==> src/rtl/dft_scan_ctrl_pkg.sv <==
// Shared definitions for the DFT scan sequencer: state set, word width, default sizes.
package dft_scan_ctrl_pkg;

  localparam int unsigned DFT_WORD_W    = 32;
  localparam int unsigned DEF_CHAIN_LEN = 2048;
  localparam int unsigned DEF_ACK_TO    = 64;

  typedef enum logic [2:0] {
    ST_IDLE,
    ST_RUN,
    ST_ARM,
    ST_SHIFT,
    ST_FLUSH,
    ST_RESP
  } scan_state_e;

  function automatic logic [7:0] sat_inc8(input logic [7:0] v, input logic en);
    return (en && (v != 8'hFF)) ? v + 8'd1 : v;
  endfunction

endpackage

==> src/rtl/dft_down_counter.sv <==
// Loadable down-counter that stops at zero and flags it.
module dft_down_counter #(
  parameter int unsigned W = 16
) (
  input  logic         clk,
  input  logic         rst_n,
  input  logic         i_load,
  input  logic [W-1:0] i_load_val,
  input  logic         i_dec,
  output logic         o_zero
);

  logic [W-1:0] r_count;

  always_ff @(posedge clk or negedge rst_n) begin
    if (!rst_n) begin
      r_count <= '0;
    end else if (i_load) begin
      r_count <= i_load_val;
    end else if (i_dec && (r_count != '0)) begin
      r_count <= r_count - W'(1);
    end
  end

  assign o_zero = (r_count == '0);

endmodule

==> src/rtl/dft_scan_ctrl.sv <==
// Sequencer upstream of dft_datapath: functional run, buffer arm, scan shift, flush,
// then a val/rdy response with committed word count and error status.
module dft_scan_ctrl
  import dft_scan_ctrl_pkg::*;
#(
  parameter int unsigned CHAIN_LEN = DEF_CHAIN_LEN,
  parameter int unsigned CYC_W     = 16,
  parameter int unsigned ACK_TO    = DEF_ACK_TO
) (
  input  logic             clk,
  input  logic             reset,
  input  logic             cmd_val,
  output logic             cmd_rdy,
  input  logic [CYC_W-1:0] cmd_cycles,
  input  logic             cmd_dump,
  output logic             resp_val,
  input  logic             resp_rdy,
  output logic [7:0]       resp_words,
  output logic             resp_err,
  output logic             dut_ce,
  output logic             sc_sen,
  output logic             buf_op,
  output logic             buf_val_op,
  output logic             buf_sin_sel,
  input  logic             buf_op_ack,
  input  logic             buf_op_commit,
  input  logic             buf_scaning
);

  localparam int unsigned SH_W      = $clog2(CHAIN_LEN);
  localparam int unsigned ATO_W     = $clog2(ACK_TO + 1);
  localparam logic [31:0] EXP_WORDS = 32'(CHAIN_LEN / DFT_WORD_W);

  scan_state_e r_state;
  scan_state_e w_state_nxt;

  logic             r_dump;
  logic [7:0]       r_words;
  logic             r_err;
  logic [ATO_W-1:0] r_ack_cnt;
  logic             r_dut_ce;
  logic             r_sc_sen;
  logic             r_buf_op;
  logic             r_resp_val;

  logic             w_accept;
  logic             w_run_zero;
  logic             w_sh_zero;
  logic             w_sh_load;
  logic             w_timeout;
  logic             w_cnt_en;
  logic [7:0]       w_words_inc;
  logic             w_err_nxt;

  assign w_accept  = (r_state == ST_IDLE) && cmd_val;
  assign w_sh_load = (r_state == ST_ARM) && buf_op_ack;

  // Both counters are loaded with length-1 so the state is held exactly `length` cycles.
  dft_down_counter #(.W(CYC_W)) u_run_cnt (
    .clk        (clk),
    .rst_n      (reset),
    .i_load     (w_accept),
    .i_load_val (cmd_cycles - CYC_W'(1)),
    .i_dec      (r_state == ST_RUN),
    .o_zero     (w_run_zero)
  );

  dft_down_counter #(.W(SH_W)) u_shift_cnt (
    .clk        (clk),
    .rst_n      (reset),
    .i_load     (w_sh_load),
    .i_load_val (SH_W'(CHAIN_LEN - 1)),
    .i_dec      (r_state == ST_SHIFT),
    .o_zero     (w_sh_zero)
  );

  always_comb begin
    w_state_nxt = r_state;
    w_timeout   = 1'b0;
    case (r_state)
      ST_IDLE: begin
        if (cmd_val) begin
          if (cmd_cycles != '0) w_state_nxt = ST_RUN;
          else if (cmd_dump)    w_state_nxt = ST_ARM;
          else                  w_state_nxt = ST_RESP;
        end
      end
      ST_RUN: begin
        if (w_run_zero) w_state_nxt = r_dump ? ST_ARM : ST_RESP;
      end
      ST_ARM: begin
        if (buf_op_ack) begin
          w_state_nxt = ST_SHIFT;
        end else if (r_ack_cnt == ATO_W'(ACK_TO - 1)) begin
          w_state_nxt = ST_RESP;
          w_timeout   = 1'b1;
        end
      end
      ST_SHIFT: begin
        if (w_sh_zero) w_state_nxt = ST_FLUSH;
      end
      ST_FLUSH: begin
        if (!buf_scaning) w_state_nxt = ST_RESP;
      end
      ST_RESP: begin
        if (resp_rdy) w_state_nxt = ST_IDLE;
      end
      default: w_state_nxt = ST_IDLE;
    endcase
  end

  assign w_cnt_en    = buf_op_commit &&
                       ((r_state == ST_ARM) || (r_state == ST_SHIFT) || (r_state == ST_FLUSH));
  assign w_words_inc = sat_inc8(r_words, w_cnt_en);
  assign w_err_nxt   = r_err || w_timeout ||
                       ((r_state == ST_FLUSH) && (w_state_nxt == ST_RESP) &&
                        ({24'd0, w_words_inc} != EXP_WORDS));

  always_ff @(posedge clk or negedge reset) begin
    if (!reset) begin
      r_state <= ST_IDLE;
    end else begin
      r_state <= w_state_nxt;
    end
  end

  always_ff @(posedge clk or negedge reset) begin
    if (!reset) begin
      r_ack_cnt <= '0;
    end else if (r_state == ST_ARM) begin
      r_ack_cnt <= r_ack_cnt + ATO_W'(1);
    end else begin
      r_ack_cnt <= '0;
    end
  end

  always_ff @(posedge clk or negedge reset) begin
    if (!reset) begin
      r_dump  <= 1'b0;
      r_words <= '0;
      r_err   <= 1'b0;
    end else if (w_accept) begin
      r_dump  <= cmd_dump;
      r_words <= '0;
      r_err   <= 1'b0;
    end else begin
      r_words <= w_words_inc;
      r_err   <= w_err_nxt;
    end
  end

  // Outputs registered from the next state so each is high exactly while its state is.
  always_ff @(posedge clk or negedge reset) begin
    if (!reset) begin
      r_dut_ce   <= 1'b0;
      r_sc_sen   <= 1'b0;
      r_buf_op   <= 1'b0;
      r_resp_val <= 1'b0;
    end else begin
      r_dut_ce   <= (w_state_nxt == ST_RUN);
      r_sc_sen   <= (w_state_nxt == ST_SHIFT);
      r_buf_op   <= (w_state_nxt == ST_ARM);
      r_resp_val <= (w_state_nxt == ST_RESP);
    end
  end

  assign cmd_rdy     = (r_state == ST_IDLE);
  assign resp_val    = r_resp_val;
  assign resp_words  = r_words;
  assign resp_err    = r_err;
  assign dut_ce      = r_dut_ce;
  assign sc_sen      = r_sc_sen;
  assign buf_val_op  = r_sc_sen;
  assign buf_sin_sel = r_sc_sen;
  assign buf_op      = r_buf_op;

endmodule

==> config.mk <==
export PLATFORM = sky130hd
export DESIGN_NAME = dft_scan_ctrl
export DESIGN_NICKNAME = d
export VERILOG_FILES = /design/src/rtl/dft_scan_ctrl_pkg.sv /design/src/rtl/dft_down_counter.sv /design/src/rtl/dft_scan_ctrl.sv
export SDC_FILE = /design/constraint.sdc
export NUM_CORES = 1
export LEC_CHECK = 0
export ABC_AREA = 1
export CORE_ASPECT_RATIO = 1.25
export CORE_MARGIN = 3
export CORE_UTILIZATION = 40
export DETAILED_ROUTE_END_ITERATION = 6
export GPL_ROUTABILITY_DRIVEN = 0
export PLACE_DENSITY = 0.67
export SYNTH_ARGS = -nofsm -noshare
export SYNTH_HDL_FRONTEND = slang
export SYNTH_SLANG_ARGS = --single-unit
==> constraint.sdc <==
create_clock -name clk -period 2.5 [get_ports clk]
set_input_delay 0.375 -clock clk [delete_from_list [all_inputs] [get_ports clk]]
set_output_delay 0.375 -clock clk [all_outputs]
set_load 0.02 [all_outputs]
==> flow_summary_export.csv <==
group,metric,value,unit
floorplan,initial_core_utilization,0.413,
worst_setup_path,critPathRequiredTime,2120,ps
grt,grt_start_max_net_pins,52,
timing,post-route-period-util,0.823,
drt,drt_iter0_drc,178,
grt,grt_use_total,0.172,
timing,timing.final.crit_period,2060,ps
logic_synthesis,netlist.top_cell.by_area,"sky130_fd_sc_hd__dfrtp_1",
min_path,worst_min_delay_path_class,"input port to async pin",
clocking,cts_setup_buffers,0,
clocking,cts_hold_buf,0,
finish,most_common_cell_after_layout_fill_and_taps_aside,"sky130_fd_sc_hd__nand2_1",
finish,multi_input_area,0.00182,sq mm
finish,finish.instance_area,0.00402,sq mm
drt,detail_route.wirelength,7840,microns
logic_synthesis,synth_cells,505,
outcome,run_status,"finished, final reports clean",
drt,route.vias.total,3290,
drt,routedWlPerCell,12.1,microns
clocking,clkSinkCount,51,
drt,via_per_inst,5.09,
place,place_area,0.00392,sq mm
place,dp_hpwl,6050,microns
place,port-buffer-count,39,
finish,antennaDiodeCount,0,
timing,maxSlewHeadroom,0.560,
clocking,tritoncts,"built",
timing,fin_setup_tns,0,ps
drt,drtPass1Iterations,4,
clocking,clock_latency,310,ps
clocking,cts_made_buffers,5,
grt,global_route.overflow_total,0,
logic_synthesis,asyncSetResetFlopFracSynth,1.00,
logic_synthesis,synth.cell_area,0.00342,sq mm
timing,grt_setup_unrepaired,"no",
power,max-vdd-ir-drop,433,uV
worst_setup_path,slowest_stage,"sky130_fd_sc_hd__clkdlybuf4s50_1",
logic_synthesis,seq_area_frac_synth,0.373,
logic_synthesis,synth_top_flop_cell,"sky130_fd_sc_hd__dfrtp_1",
worst_setup_path,worstPathBufferInverterCount,2,
worst_setup_path,worstPathArrival,1680,ps
grt,first_global_vias,3111,
timing,post-route-worst-setup-slack,443,ps
finish,drive_above_1_share,0.0836,
finish,finalNetCount,577,
finish,commonest_cells_after_routing_fill_and_taps_aside,"sky130_fd_sc_hd__nand2_1, sky130_fd_sc_hd__nor2_1, sky130_fd_sc_hd__inv_1",
clocking,ctsHtreeMaxLevel,2,
timing,finalSetupViolCount,0,
clocking,cts-root-buf,"sky130_fd_sc_hd__clkbuf_8",
worst_setup_path,sort_of_element_at_the_start_of_the_critical_path,"flip-flop",
power,powerDensity,790,mW/mm^2
logic_synthesis,synth_fp_nets,533,
clocking,ctsLongestPathBuffers,2,
finish,layout.area.seq,0.00128,sq mm
drt,drtAntennaViolNets,0,
floorplan,die_x,88.7,microns
logic_synthesis,yosys_warnings,0,
worst_setup_path,crit_path_cell_trace,"nor2_4, nand2_4, inv_2, clkdlybuf4s50_1",
logic_synthesis,synthDistinctLibCells,33,
finish,final_cell_count_no_fill,647,
logic_synthesis,synth_top_area_frac,0.373,
logic_synthesis,synth_seq_cells,51,
drt,detail_route.drc_violations,0,
worst_setup_path,cp_capture_type,"output pin",
logic_synthesis,synth_area_per_cell,6.77,sq um
floorplan,die_area,0.00970,sq mm
logic_synthesis,ys_top_cells_by_area,"sky130_fd_sc_hd__dfrtp_1, sky130_fd_sc_hd__nand2_1, sky130_fd_sc_hd__nor2_1",
clocking,post_cts_resize_count,0,
worst_setup_path,timing.critical_path.slowest_cell_delay,600,ps
floorplan,fp.dieH,109,microns
power,p_total,3.17,mW
finish,filler_cell_count,827,
grt,grt_pass1_wl,13500,microns
place,place.detailed.instances,639,
flow_run,maxCapViolations,0,
worst_setup_path,critical_path_peak_fanout,4,
power,cellLeakagePower,1.95,nW
finish,area_growth,17.5,%
timing,worst-slew-pin-transition,660,ps
floorplan,core_region_area,0.00829,sq mm
grt,grt_antenna_before_repair,0,
worst_setup_path,worst_path_dominant_cell_family,"buffers and inverters",
timing,clock.fmax,0.486,GHz
timing,finalClockSkew,7.51,ps
timing,timing.final.hold_violations,0,
timing,timing.final.max_slew_violations,0,
floorplan,floorplan.rows,37,
worst_setup_path,criticalPathCategory,"flip-flop to output pin",
place,detailedPlace.worstSlack,106,ps
logic_synthesis,synth_enable_flop_cells,0,
floorplan,pin_count,40,
clocking,path_clk_slew,110,ps
-- through the flow --
step | hold slack (ps) | util
floorplan | 79.4 | -
global placement | 450 | 0.473
detailed placement | 461 | 0.473
CTS | 189 | 0.485
global route | 212 | 0.485
finish | 143 | 0.485
-- cells in the mapped netlist, types with 3 or more instances --
| library cell | count |
|---|---|
| sky130_fd_sc_hd__nand2_1 | 152 |
| sky130_fd_sc_hd__dfrtp_1 | 51 |
| sky130_fd_sc_hd__a21oi_1 | 17 |
| sky130_fd_sc_hd__nand3_1 | 36 |
| sky130_fd_sc_hd__o21ai_1 | 6 |
| sky130_fd_sc_hd__nand2_4 | 5 |
| sky130_fd_sc_hd__buf_4 | 3 |
| sky130_fd_sc_hd__o21ai_2 | 8 |
| sky130_fd_sc_hd__nor2_4 | 3 |
| sky130_fd_sc_hd__nand2_2 | 3 |
| sky130_fd_sc_hd__o21ai_0 | 29 |
| sky130_fd_sc_hd__nor3_1 | 5 |
| sky130_fd_sc_hd__nand4_1 | 16 |
| sky130_fd_sc_hd__nor2_1 | 77 |
| sky130_fd_sc_hd__ha_1 | 4 |
| sky130_fd_sc_hd__inv_1 | 63 |
-- power breakdown --
part           switching [mW]  total, mW  leakage, nW  internal [mW]
sequential              0.136       1.15        0.635           1.01
combinational           0.970       1.51         1.27          0.538
clock                   0.312      0.520       0.0502          0.208
total                    1.42       3.17         1.95           1.76
-- final cells by class --
type	count	share of cell area
Clock buffer	5	0.0171
Clock inverter	3	0.00716
Inverter	65	0.0607
Multi-Input combinational cell	379	0.453
Sequential cell	51	0.317
Tap cell	97	0.0302
Timing Repair Buffer	47	0.114
-- state kept, by name, indices dropped and copies added, names as in the netlist --
name / cells
resp_err: 1
u_run_cnt.r_count: 16
buf_op: 1
dut_ce: 1
u_shift_cnt.r_count: 11
buf_sin_sel: 1
r_dump: 1
resp_words: 8
resp_val: 1
r_state: 3
r_ack_cnt: 7
-- cells by family (layout without fill, tap and decap cells) --
kind of cell,Yosys count,in the layout,synth area share
compound gates,67,67,0.111
xor+xnor,2,2,0.00512
fa+ha+maj,4,4,0.0146
buf+inv,75,120,0.0940
flops,51,51,0.373
simple gates,306,306,0.402
-- path summary, 6_finish.rpt --
| path | slack (ps) | from | cells after the start | end |
|---|---|---|---|---|
| setup / recovery | 440 | r_state[0]$_DFF_PN0_ | 4 | cmd_rdy |
| hold / removal | 140 | reset | 2 | u_shift_cnt.r_count[4]$_DFFE_PN0P_ |
| setup reg to reg | 510 | r_state[0]$_DFF_PN0_ | 13 | u_run_cnt.r_count[13]$_DFFE_PN0P_ |
| hold reg to reg | 470 | r_ack_cnt[0]$_DFF_PN0_ | 1 | r_ack_cnt[0]$_DFF_PN0_ |
| max in group asynchronous | 1890 | reset | 2 | resp_words[3]$_DFF_PN0_ |
| min in group clk | 470 | r_ack_cnt[0]$_DFF_PN0_ | 1 | r_ack_cnt[0]$_DFF_PN0_ |
-- routing by layer --
metal  global-route usage  part of all wire  up-vias
li1                     -                 -     1702
met1                0.216              0.45     1501
met2                0.300              0.49       74
met3               0.0247             0.040       13
met4               0.0540             0.016        0
met5                    0                 0        -
Power figures use the tool's default switching activity.
